==> src/rtl/dtage_update_ctrl.sv <==
// Deferred TAGE update controller. Buffers resolved branches in a small queue
// and sequences the read-modify-write of the provider entry, then walks the
// higher tables looking for a free (u == 0) slot to allocate on a mispredict.
module dtage_update_ctrl #(
    parameter int unsigned FIFO_DEPTH = 4,
    parameter int unsigned NTAB       = 4
) (
    input  logic        clk,
    input  logic        rst_n,
    input  logic        resolve_valid,
    output logic        resolve_ready,
    input  logic [15:0] resolve_pc,
    input  logic [63:0] resolve_hist,
    input  logic        resolve_taken,
    input  logic        resolve_pred,
    input  logic [2:0]  resolve_prov,
    output logic        tbl_req,
    input  logic        tbl_gnt,
    output logic        tbl_we,
    output logic [1:0]  tbl_sel,
    output logic [7:0]  tbl_idx,
    output logic [15:0] tbl_wdata,
    input  logic [15:0] tbl_rdata,
    output logic        busy,
    output logic [7:0]  alloc_fail_cnt
);

    localparam int unsigned AW = $clog2(FIFO_DEPTH);
    localparam int unsigned EW = 85;

    typedef enum logic [2:0] {StIdle, StRd, StWait, StWr, StArd, StAwait, StAwr} state_e;

    function automatic logic [7:0] calc_idx(logic [15:0] pc, logic [63:0] hist, logic [1:0] t);
        logic [15:0] h;
        h = hist[{t, 4'b0000} +: 16];
        return pc[7:0] ^ h[7:0] ^ h[15:8];
    endfunction

    function automatic logic [10:0] calc_tag(logic [15:0] pc, logic [63:0] hist, logic [1:0] t);
        logic [15:0] h;
        h = hist[{t, 4'b0000} +: 16];
        return pc[15:5] ^ h[10:0];
    endfunction

    // Resolve queue
    logic [EW-1:0] fifo_q [FIFO_DEPTH];
    logic [AW:0]   wptr_q, rptr_q;
    logic          fifo_full, fifo_empty, push, pop;
    logic [EW-1:0] head;

    assign fifo_empty    = (wptr_q == rptr_q);
    assign fifo_full     = (wptr_q[AW] != rptr_q[AW]) && (wptr_q[AW-1:0] == rptr_q[AW-1:0]);
    assign resolve_ready = rst_n && !fifo_full;
    assign push          = resolve_valid && resolve_ready;
    assign head          = fifo_q[rptr_q[AW-1:0]];

    // Queue storage needs no reset; only the pointers define validity.
    always_ff @(posedge clk) begin
        if (push) begin
            fifo_q[wptr_q[AW-1:0]] <= {resolve_pc, resolve_hist, resolve_taken, resolve_pred,
                                       resolve_prov};
        end
    end

    // Queue pointers advance independently so push and pop can coincide.
    always_ff @(posedge clk or negedge rst_n) begin
        if (!rst_n) begin
            wptr_q <= '0;
            rptr_q <= '0;
        end else begin
            if (push) wptr_q <= wptr_q + 1'b1;
            if (pop)  rptr_q <= rptr_q + 1'b1;
        end
    end

    logic [15:0] head_pc;
    logic [63:0] head_hist;
    logic        head_taken, head_pred;
    logic [2:0]  head_prov, prov_m1;

    assign head_pc    = head[84:69];
    assign head_hist  = head[68:5];
    assign head_taken = head[4];
    assign head_pred  = head[3];
    assign head_prov  = head[2:0];
    assign prov_m1    = head_prov - 3'd1;

    state_e      state_q, state_d;
    logic [15:0] pc_q, pc_d;
    logic [63:0] hist_q, hist_d;
    logic        taken_q, taken_d, mispred_q, mispred_d, ok_q, ok_d;
    logic [1:0]  t_q, t_d, next_t;
    logic        t_last;
    logic        req_q, req_d, we_q, we_d;
    logic [1:0]  sel_q, sel_d;
    logic [7:0]  idx_q, idx_d, fail_q, fail_d;
    logic [15:0] wdata_q, wdata_d;
    logic [2:0]  rd_ctr, ctr_upd;
    logic [1:0]  rd_u, u_upd;

    assign next_t = t_q + 2'd1;
    assign t_last = ({30'd0, t_q} >= NTAB - 1);
    assign rd_ctr = tbl_rdata[4:2];
    assign rd_u   = tbl_rdata[1:0];

    // Saturating counter updates for the provider entry
    always_comb begin
        ctr_upd = rd_ctr;
        u_upd   = rd_u;
        if (taken_q) begin
            if (rd_ctr != 3'd7) ctr_upd = rd_ctr + 3'd1;
        end else if (rd_ctr != 3'd0) begin
            ctr_upd = rd_ctr - 3'd1;
        end
        if (!mispred_q) begin
            if (rd_u != 2'd3) u_upd = rd_u + 2'd1;
        end else if (rd_u != 2'd0) begin
            u_upd = rd_u - 2'd1;
        end
    end

    // Next-state and registered-output logic
    always_comb begin
        state_d   = state_q;
        pc_d      = pc_q;
        hist_d    = hist_q;
        taken_d   = taken_q;
        mispred_d = mispred_q;
        ok_d      = ok_q;
        t_d       = t_q;
        req_d     = req_q;
        we_d      = we_q;
        sel_d     = sel_q;
        idx_d     = idx_q;
        wdata_d   = wdata_q;
        fail_d    = fail_q;
        pop       = 1'b0;
        case (state_q)
            StIdle: begin
                if (!fifo_empty) begin
                    pop       = 1'b1;
                    pc_d      = head_pc;
                    hist_d    = head_hist;
                    taken_d   = head_taken;
                    mispred_d = (head_pred != head_taken);
                    if (head_prov != 3'd0 && {29'd0, head_prov} <= NTAB) begin
                        t_d     = prov_m1[1:0];
                        state_d = StRd;
                        req_d   = 1'b1;
                        we_d    = 1'b0;
                        sel_d   = prov_m1[1:0];
                        idx_d   = calc_idx(head_pc, head_hist, prov_m1[1:0]);
                    end else if (head_prov == 3'd0 && head_pred != head_taken) begin
                        t_d     = 2'd0;
                        state_d = StArd;
                        req_d   = 1'b1;
                        we_d    = 1'b0;
                        sel_d   = 2'd0;
                        idx_d   = calc_idx(head_pc, head_hist, 2'd0);
                    end
                end
            end
            StRd, StArd: begin
                if (tbl_gnt) begin
                    state_d = (state_q == StRd) ? StWait : StAwait;
                    req_d   = 1'b0;
                end
            end
            StWait: begin
                wdata_d = {tbl_rdata[15:5], ctr_upd, u_upd};
                req_d   = 1'b1;
                we_d    = 1'b1;
                state_d = StWr;
            end
            StAwait: begin
                // Free slot: claim it weakly biased toward the resolved direction.
                if (rd_u == 2'd0) begin
                    wdata_d = {calc_tag(pc_q, hist_q, t_q), taken_q ? 3'd4 : 3'd3, 2'd0};
                    ok_d    = 1'b1;
                end else begin
                    wdata_d = {tbl_rdata[15:2], rd_u - 2'd1};
                    ok_d    = 1'b0;
                end
                req_d   = 1'b1;
                we_d    = 1'b1;
                state_d = StAwr;
            end
            StWr, StAwr: begin
                if (tbl_gnt) begin
                    req_d   = 1'b0;
                    we_d    = 1'b0;
                    state_d = StIdle;
                    if ((state_q == StWr) ? (mispred_q && !t_last) : (!ok_q && !t_last)) begin
                        t_d     = next_t;
                        state_d = StArd;
                        req_d   = 1'b1;
                        sel_d   = next_t;
                        idx_d   = calc_idx(pc_q, hist_q, next_t);
                    end else if (state_q == StAwr && !ok_q && fail_q != 8'hff) begin
                        fail_d = fail_q + 8'd1;
                    end
                end
            end
            default: begin
                state_d = StIdle;
                req_d   = 1'b0;
                we_d    = 1'b0;
            end
        endcase
    end

    // State and output registers
    always_ff @(posedge clk or negedge rst_n) begin
        if (!rst_n) begin
            state_q   <= StIdle;
            pc_q      <= '0;
            hist_q    <= '0;
            taken_q   <= 1'b0;
            mispred_q <= 1'b0;
            ok_q      <= 1'b0;
            t_q       <= '0;
            req_q     <= 1'b0;
            we_q      <= 1'b0;
            sel_q     <= '0;
            idx_q     <= '0;
            wdata_q   <= '0;
            fail_q    <= '0;
        end else begin
            state_q   <= state_d;
            pc_q      <= pc_d;
            hist_q    <= hist_d;
            taken_q   <= taken_d;
            mispred_q <= mispred_d;
            ok_q      <= ok_d;
            t_q       <= t_d;
            req_q     <= req_d;
            we_q      <= we_d;
            sel_q     <= sel_d;
            idx_q     <= idx_d;
            wdata_q   <= wdata_d;
            fail_q    <= fail_d;
        end
    end

    assign tbl_req        = req_q;
    assign tbl_we         = we_q;
    assign tbl_sel        = sel_q;
    assign tbl_idx        = idx_q;
    assign tbl_wdata      = wdata_q;
    assign alloc_fail_cnt = fail_q;
    assign busy           = (state_q != StIdle) || !fifo_empty;

endmodule

==> config.mk <==
export PLATFORM = sky130hd
export DESIGN_NAME = dtage_update_ctrl
export DESIGN_NICKNAME = d
export VERILOG_FILES = /design/src/rtl/dtage_update_ctrl.sv
export SDC_FILE = /design/constraint.sdc
export NUM_CORES = 1
export LEC_CHECK = 0
export ABC_AREA = 1
export CORE_MARGIN = 1.5
export CORE_UTILIZATION = 50
export DETAILED_ROUTE_END_ITERATION = 8
export PLACE_DENSITY = 0.8
export SYNTH_ARGS = -nofsm -noshare
export SYNTH_HDL_FRONTEND = slang
export SYNTH_SLANG_ARGS = --single-unit
==> constraint.sdc <==
create_clock -name clk -period 5.55 [get_ports clk]
set_input_delay 1.665 -clock clk [delete_from_list [all_inputs] [get_ports clk]]
set_output_delay 1.665 -clock clk [all_outputs]
set_load 0.02 [all_outputs]
==> flow_summary.yaml, run 1 <==
critical_path:
  reg2regPathDepth: 11
  crit_family: "flip-flops"
  path_buf_inv: 2
  crit_fanout: 88
  startpoint_type: "register"
  r2r-start: "rptr_q[0]"
  slowest_stage: "dfrtp_4"
  cp_slowest_stage_delay_ps: 1100
  critical_path_required_ps: 3880
  timing.rr.end: "tbl_sel[1]"
  critical_path_class: "reg2out"
  cp_data_arrival_time_ps: 2930
  end_kind: "primary output"
  regToRegSetupSlack_ps: 1600
  path_cells: "xnor2_1 > nand3_1 > nor2_1 > inv_1 > clkdlybuf4s50_1"
placement:
  postPlaceCellArea_um2: 22590
  place_ws_ps: 1343
  portBuffers: 142
  gp_congestion: 0.9113
  hpwlAfterDp_um: 32460
sta:
  finClkSkew_ps: 17.81
  tns_ps: 0
  worstMarginPinSlew_ps: 1067
  rsz0062_at_grt: "false"
  finalCritPeriodShare_pct: 82.73
  maxSlewViolCount: 0
  slew-limit-headroom_pct: 28.88
  fin_ws_ps: 958.4
  finalSetupViolCount: 0
  clock.fmax_ghz: 0.2178
  hold_viol: 0
  min_period_ps: 4592
route:
  via_count: 15330
  routed_wl_um: 51470
  vias_per_cell: 5.551
  ant_nets: 0
  wire_per_inst_um: 18.64
  firstDrtPassIters: 9
  drc: 15
  drtIter0Drc: 1419
power_and_ir_drop:
  power_density_nw_per_um2: 621.8
  leakage_nw: 9.762
  irDropWorstVdd_v: 0.0004439
grt:
  track_usage_pct: 23.73
  grt_pass1_wl_um: 79760
  grt_max_degree: 117
  antenna_found_initial: 0
  grt_pass1_vias: 14710
  grt_overflow_total: 0
floorplanning:
  pin_count: 143
  coreArea_um2: 41020
  dieWidth_um: 207.6
  die_height_um: 207.6
  start_util_pct: 51.00
  dieArea_um2: 43080
  std_cell_rows: 74
clocking:
  clock-root-buffer: "clkbuf_16"
  cts.sinks: 468
  clkTransAtPathRegs_ps: 60
  cts_resized: 0
  clock_latency_ps: 580
  numCtsBuffers: 47
  cts_max_path_buffers: 3
  cts_setup_buffers: 0
  cts_tree: "built"
  cts_hold_buf: 0
  cts_max_level: 2
synthesis:
  yosys_warnings: 0
  syn-num-nets: 2205
  synth.distinct_cells: 39
  synth_area_per_cell_um2: 10.03
  synth-seq-cells: 468
  syn-instance-count: 2086
  netlist_area_um2: 20920
  ys_seq_area_share_pct: 64.11
hold_path:
  holdPathEnd: "tbl_wdata[14]"
  holdPathStages: 2
  hold_class: "reg2reg"
  hp-start: "tbl_wdata[14]"
final_layout:
  drive_above_1_share_pct: 5.336
  final_nets: 2311
  diodes: 0
  synthToLayoutAreaGrowth_pct: 15.44
  post-route-cell-area_um2: 24150
status:
  outcome: "finished, violations left"
  violations: "DRC"
flow_run:
  drv_cap: 0
## cell usage after synthesis
master    count  area (µm²)
a21boi_1      3       22.52
a21boi_2      2       22.52
a21oi_1      39       195.2
a221oi_1      1       8.760
a22oi_1       1       7.510
a31oi_1      21       131.4
a32o_1        1       10.01
a32oi_1       5       43.79
buf_1         3       11.26
buf_2        44       220.2
buf_4        14       105.1
buf_6        20       225.2
clkbuf_1     26       97.59
clkinv_1      2       7.510
dfrtp_1     128        3203
edfxtp_1    340       10210
ha_1         14       175.2
inv_1        94       352.8
inv_2         5       18.77
mux2_2        1       11.26
nand2_1     659        2474
nand2_2       5       31.28
nand3_1     186       930.9
nand4_1       5       31.28
nand4_4       1       21.27
nor2_1      182       683.2
nor2_2        1       6.260
nor3_1        2       10.01
o211ai_1      9       67.56
o21ai_0     185       925.9
o21ai_1      11       55.05
o21bai_1      2       15.01
o221ai_1      1       8.760
o22ai_1      19       118.9
o31ai_1       1       7.510
or2_0         1       6.260
or2_2         3       18.77
xnor2_1      27       236.5
xor2_1       22       192.7
## worst register-to-register path, cell delays in order, from the launching register on
cell     delay (ps)
dfrtp_4        1100
inv_4           420
buf_4           440
nand2_1         130
a32oi_1         130
ha_1            690
inv_1           290
nor2_1          220
inv_1           120
o22ai_1         120
nor2_1           70
a21oi_1         140
## area by class of cell
cell class                 instances  area [µm²]
fill                            3313       16870
sequential                       468       13420
multi-input combinational       1410        6504
timing repair buffer             164        1622
clock buffer                      68        1366
tap                              532       665.6
inverter                         101       381.6
clock inverter                    19       190.2
## routing by layer
metal / vias up / share of wire, % / global-route usage [%] / wire length, µm
li1: 7267 / - / - / -
met1: 7324 / 41 / 32.17 / 21320
met2: 635 / 47 / 38.27 / 24230
met3: 106 / 8.6 / 4.796 / 4425
met4: 0 / 2.9 / 8.342 / 1499
met5: - / 0 / 0 / 0
## report_power, final
group          internal (mW)  switching, mW
clock                   1.85           1.32
sequential              4.55          0.615
combinational           2.15           4.53
## stage by stage
stage	total power, mW	instances	util, %	hold WS (ps)
finish	15.02	2762	58.88	482.1
global route	16.01	2762	58.88	504.0
CTS	14.97	2762	58.88	489.4
detailed placement	11.76	2675	55.08	474.5
global placement	11.54	2675	55.08	467.0
floorplan	9.913	2086	-	447.8
## state kept, by name, summed over array words and instances (netlist names)
name and cells:
alloc_fail_cnt 8, fifo_q 340, hist_q 64, mispred_q 1
ok_q 1, pc_q 16, rptr_q 3, state_q 3
taken_q 1, tbl_idx 8, tbl_req 1, tbl_sel 2
tbl_wdata 16, tbl_we 1, wptr_q 3
## placed cells by master, fill, tap and decap left out, types with 3 or more instances in the layout
cell             instances
a31oi_1                 21
buf_12                   3
clkbuf_1                11
nand2_2                  4
o21ai_0                185
o22ai_1                 19
a21boi_1                 3
o211ai_1                 9
nand3_1                186
a32oi_1                  5
nand4_1                  5
bufinv_16                3
inv_2                    4
clkdlybuf4s50_1        141
a21oi_1                 39
ha_1                    14
clkbuf_16               48
nor2_4                   4
clkinv_1                 6
clkbuf_8                 9
xnor2_1                 27
o21ai_1                 11
dfrtp_1                126
nor2_1                 178
inv_1                   94
buf_4                   20
or2_2                    3
edfxtp_1               340
clkinv_2                 7
xor2_1                  22
nand2_1                659
## how the worst max path moves through the flow
stage	startpoint	slack, ps	end	cells after the start
final	rptr_q[0]	960	busy	5
after global routing	rptr_q[0]	790	busy	5
after CTS	rptr_q[0]	950	busy	5
after detailed placement	rst_n	1340	resolve_ready	4
after global placement	rst_n	1370	resolve_ready	4
after floorplan	rst_n	-640	fifo_q[0][0]	4
## kinds of logic (layout without fill, tap and decap cells)
group / count (synthesis) / after routing / synth area share [%]
and+or+nand+nor: 1045 / 1045 / 20.14
DFF: 468 / 468 / 64.11
AOI/OAI and AO/OA: 301 / 301 / 7.841
buffers and inverters: 208 / 352 / 4.964
xor gates and xnor gates: 49 / 49 / 2.051
adders and majority gates: 14 / 14 / 0.8373
muxes: 1 / 1 / 0.05382
(Power assumes the default switching activity.)
==> run 2, diff against run 1 <==
==> constraint.sdc (replaced) <==
create_clock -name clk -period 3.7 [get_ports clk]
set_input_delay 1.11 -clock clk [delete_from_list [all_inputs] [get_ports clk]]
set_output_delay 1.11 -clock clk [all_outputs]
set_load 0.02 [all_outputs]
==> run 2 against run 1 <==
Against the previous run:
- the run still ends with DRC left
- via count is 1.6% higher
- utilization is 0.26 points higher
- clock skew is 8.9 ps higher
- non-clock buffer count is 10 higher
- first-iteration DRC count is 12% higher
- register-to-register slack worse by 880 ps
- critical path depth is 2 higher
- routed wire length is 2.1% higher
- clock-buffer cell count is 1 lower
- clock power is 46% higher
- critical path type unchanged
- critical endpoint unchanged
==> flow_summary.yaml, run 2 (same netlist as run 1, synthesis figures left out) <==
critical_path:
  crit_fanout: 6
  cp_slowest_stage_delay_ps: 560
  end_kind: "primary output"
  path_buf_inv: 4
  critical_path_required_ps: 2590
  path_cells: "nor2_1 > inv_1 > nor2_1 > inv_1 > nor2_1 > inv_1 > clkdlybuf4s50_1"
  timing.rr.end: "tbl_idx[6]"
  cp_data_arrival_time_ps: 2350
  crit_family: "buffers and inverters"
  reg2regPathDepth: 16
  critical_path_class: "reg2out"
  r2r-start: "rptr_q[0]"
  slowest_stage: "clkdlybuf4s50_1"
  startpoint_type: "register"
  regToRegSetupSlack_ps: 720
grt:
  grt_pass1_vias: 15270
  grt_max_degree: 97
  grt_overflow_total: 0
  grt_pass1_wl_um: 82350
  antenna_found_initial: 0
  track_usage_pct: 24.45
final_layout:
  largest_register_ffs: 340
  final_nets: 2322
  drive_above_1_share_pct: 5.355
  fin_util_pct: 59.13
  mostFrequentLayoutCells: "nand2_1, edfxtp_1, nand3_1"
  synthToLayoutAreaGrowth_pct: 15.94
  nFillCells: 3320
  diodes: 0
  layout_commonest_cell: "nand2_1"
route:
  vias_per_cell: 5.620
  via_count: 15580
  drc: 17
  wire_per_inst_um: 18.96
  routed_wl_um: 52580
  drtIter0Drc: 1589
  ant_nets: 0
  firstDrtPassIters: 9
power_and_ir_drop:
  power_density_nw_per_um2: 930.2
  irDropWorstVdd_v: 0.0006794
  leakage_nw: 9.795
  p_total_mw: 22.56
status:
  outcome: "finished, violations left"
  violations: "DRC"
floorplanning:
  dieArea_um2: 43080
  dieWidth_um: 207.6
  pin_count: 143
  coreArea_um2: 41020
  start_util_pct: 51.00
  std_cell_rows: 74
  die_height_um: 207.6
flow_run:
  drv_cap: 0
clocking:
  clkTransAtPathRegs_ps: 60
  numCtsBuffers: 48
  cts.sinks: 468
  cts_max_path_buffers: 3
  clock-root-buffer: "clkbuf_16"
  cts_tree: "built"
  clock_latency_ps: 600
  cts_resized: 0
  cts_hold_buf: 0
  cts_setup_buffers: 0
  cts_max_level: 2
sta:
  finalSetupViolCount: 0
  min_period_ps: 3458
  clock.fmax_ghz: 0.2892
  finClkSkew_ps: 26.70
  slew-limit-headroom_pct: 38.37
  hold_viol: 0
  finalCritPeriodShare_pct: 93.45
  rsz0062_at_grt: "false"
  maxSlewViolCount: 0
  worstMarginPinSlew_ps: 924.5
hold_path:
  hold_class: "reg2reg"
  holdPathStages: 2
  hp-start: "tbl_wdata[3]"
  holdPathEnd: "tbl_wdata[3]"
placement:
  portBuffers: 142
  hpwlAfterDp_um: 34120
  gp_congestion: 0.9094
[run 2: per-layer routing]
metal / wire, µm / global-route usage, % / part of all wire [%]
met3: 4520 / 4.766 / 8.6
met5: 0 / 0 / 0
met4: 2088 / 10.80 / 4.0
met1: 21140 / 32.18 / 40
met2: 24830 / 39.63 / 47
[run 2: worst reg2reg max path: stages, from the launching register on]
cell and delay [ps]:
dfrtp_4 520, buf_4 470, buf_4 580, nand2_1 200
nand2_1 120, nand2_1 70, nand2_1 140, nand2_1 60
nand2_1 100, nand2_1 70, nand3_1 90, nand2_1 60
nand2_1 80, nand2_1 70, nand2_1 50, nand3_1 70
a21oi_1 150
[run 2: how the worst max path moves through the flow]
stage | from | to | slack (ps) | cells after the start
floorplan | rst_n | fifo_q[0][0] | -570 | 4
global placement | resolve_valid | fifo_q[1][39] | 580 | 4
detailed placement | resolve_valid | fifo_q[1][58] | 550 | 4
CTS | state_q[1] | busy | 220 | 7
global route | state_q[1] | busy | 90 | 7
finish | state_q[1] | busy | 240 | 7
[run 2: cell type report]
class,count,area [µm²],area share [%]
flip-flops and latches,468,13420,55.33
repair buffers,174,1797,7.408
inverters,101,381.6,1.573
clock buffers,67,1282,5.288
well taps,532,665.6,2.744
clock inverters,21,203.9,0.8409
multi-input cells,1410,6504,26.81
[run 2: power breakdown]
group          switching [mW]  internal, mW  leakage [nW]
clock                    1.98          2.64         0.722
combinational            7.08          3.31          4.44
sequential              0.723          6.83          4.63
[run 2: metrics by stage]
step	setup TNS, ps	setup WS (ps)	cells	hold slack, ps	instance area [µm²]
2_1_floorplan	-144660	-567.3	2086	447.8	20940
5_1_grt	0	86.05	2773	507.7	24250
4_1_cts	0	221.2	2773	486.8	24250
3_3_place_gp	0	584.7	2685	463.5	22770
6_report	0	242.3	2773	484.8	24250
3_5_place_dp	0	545.1	2685	472.4	22770
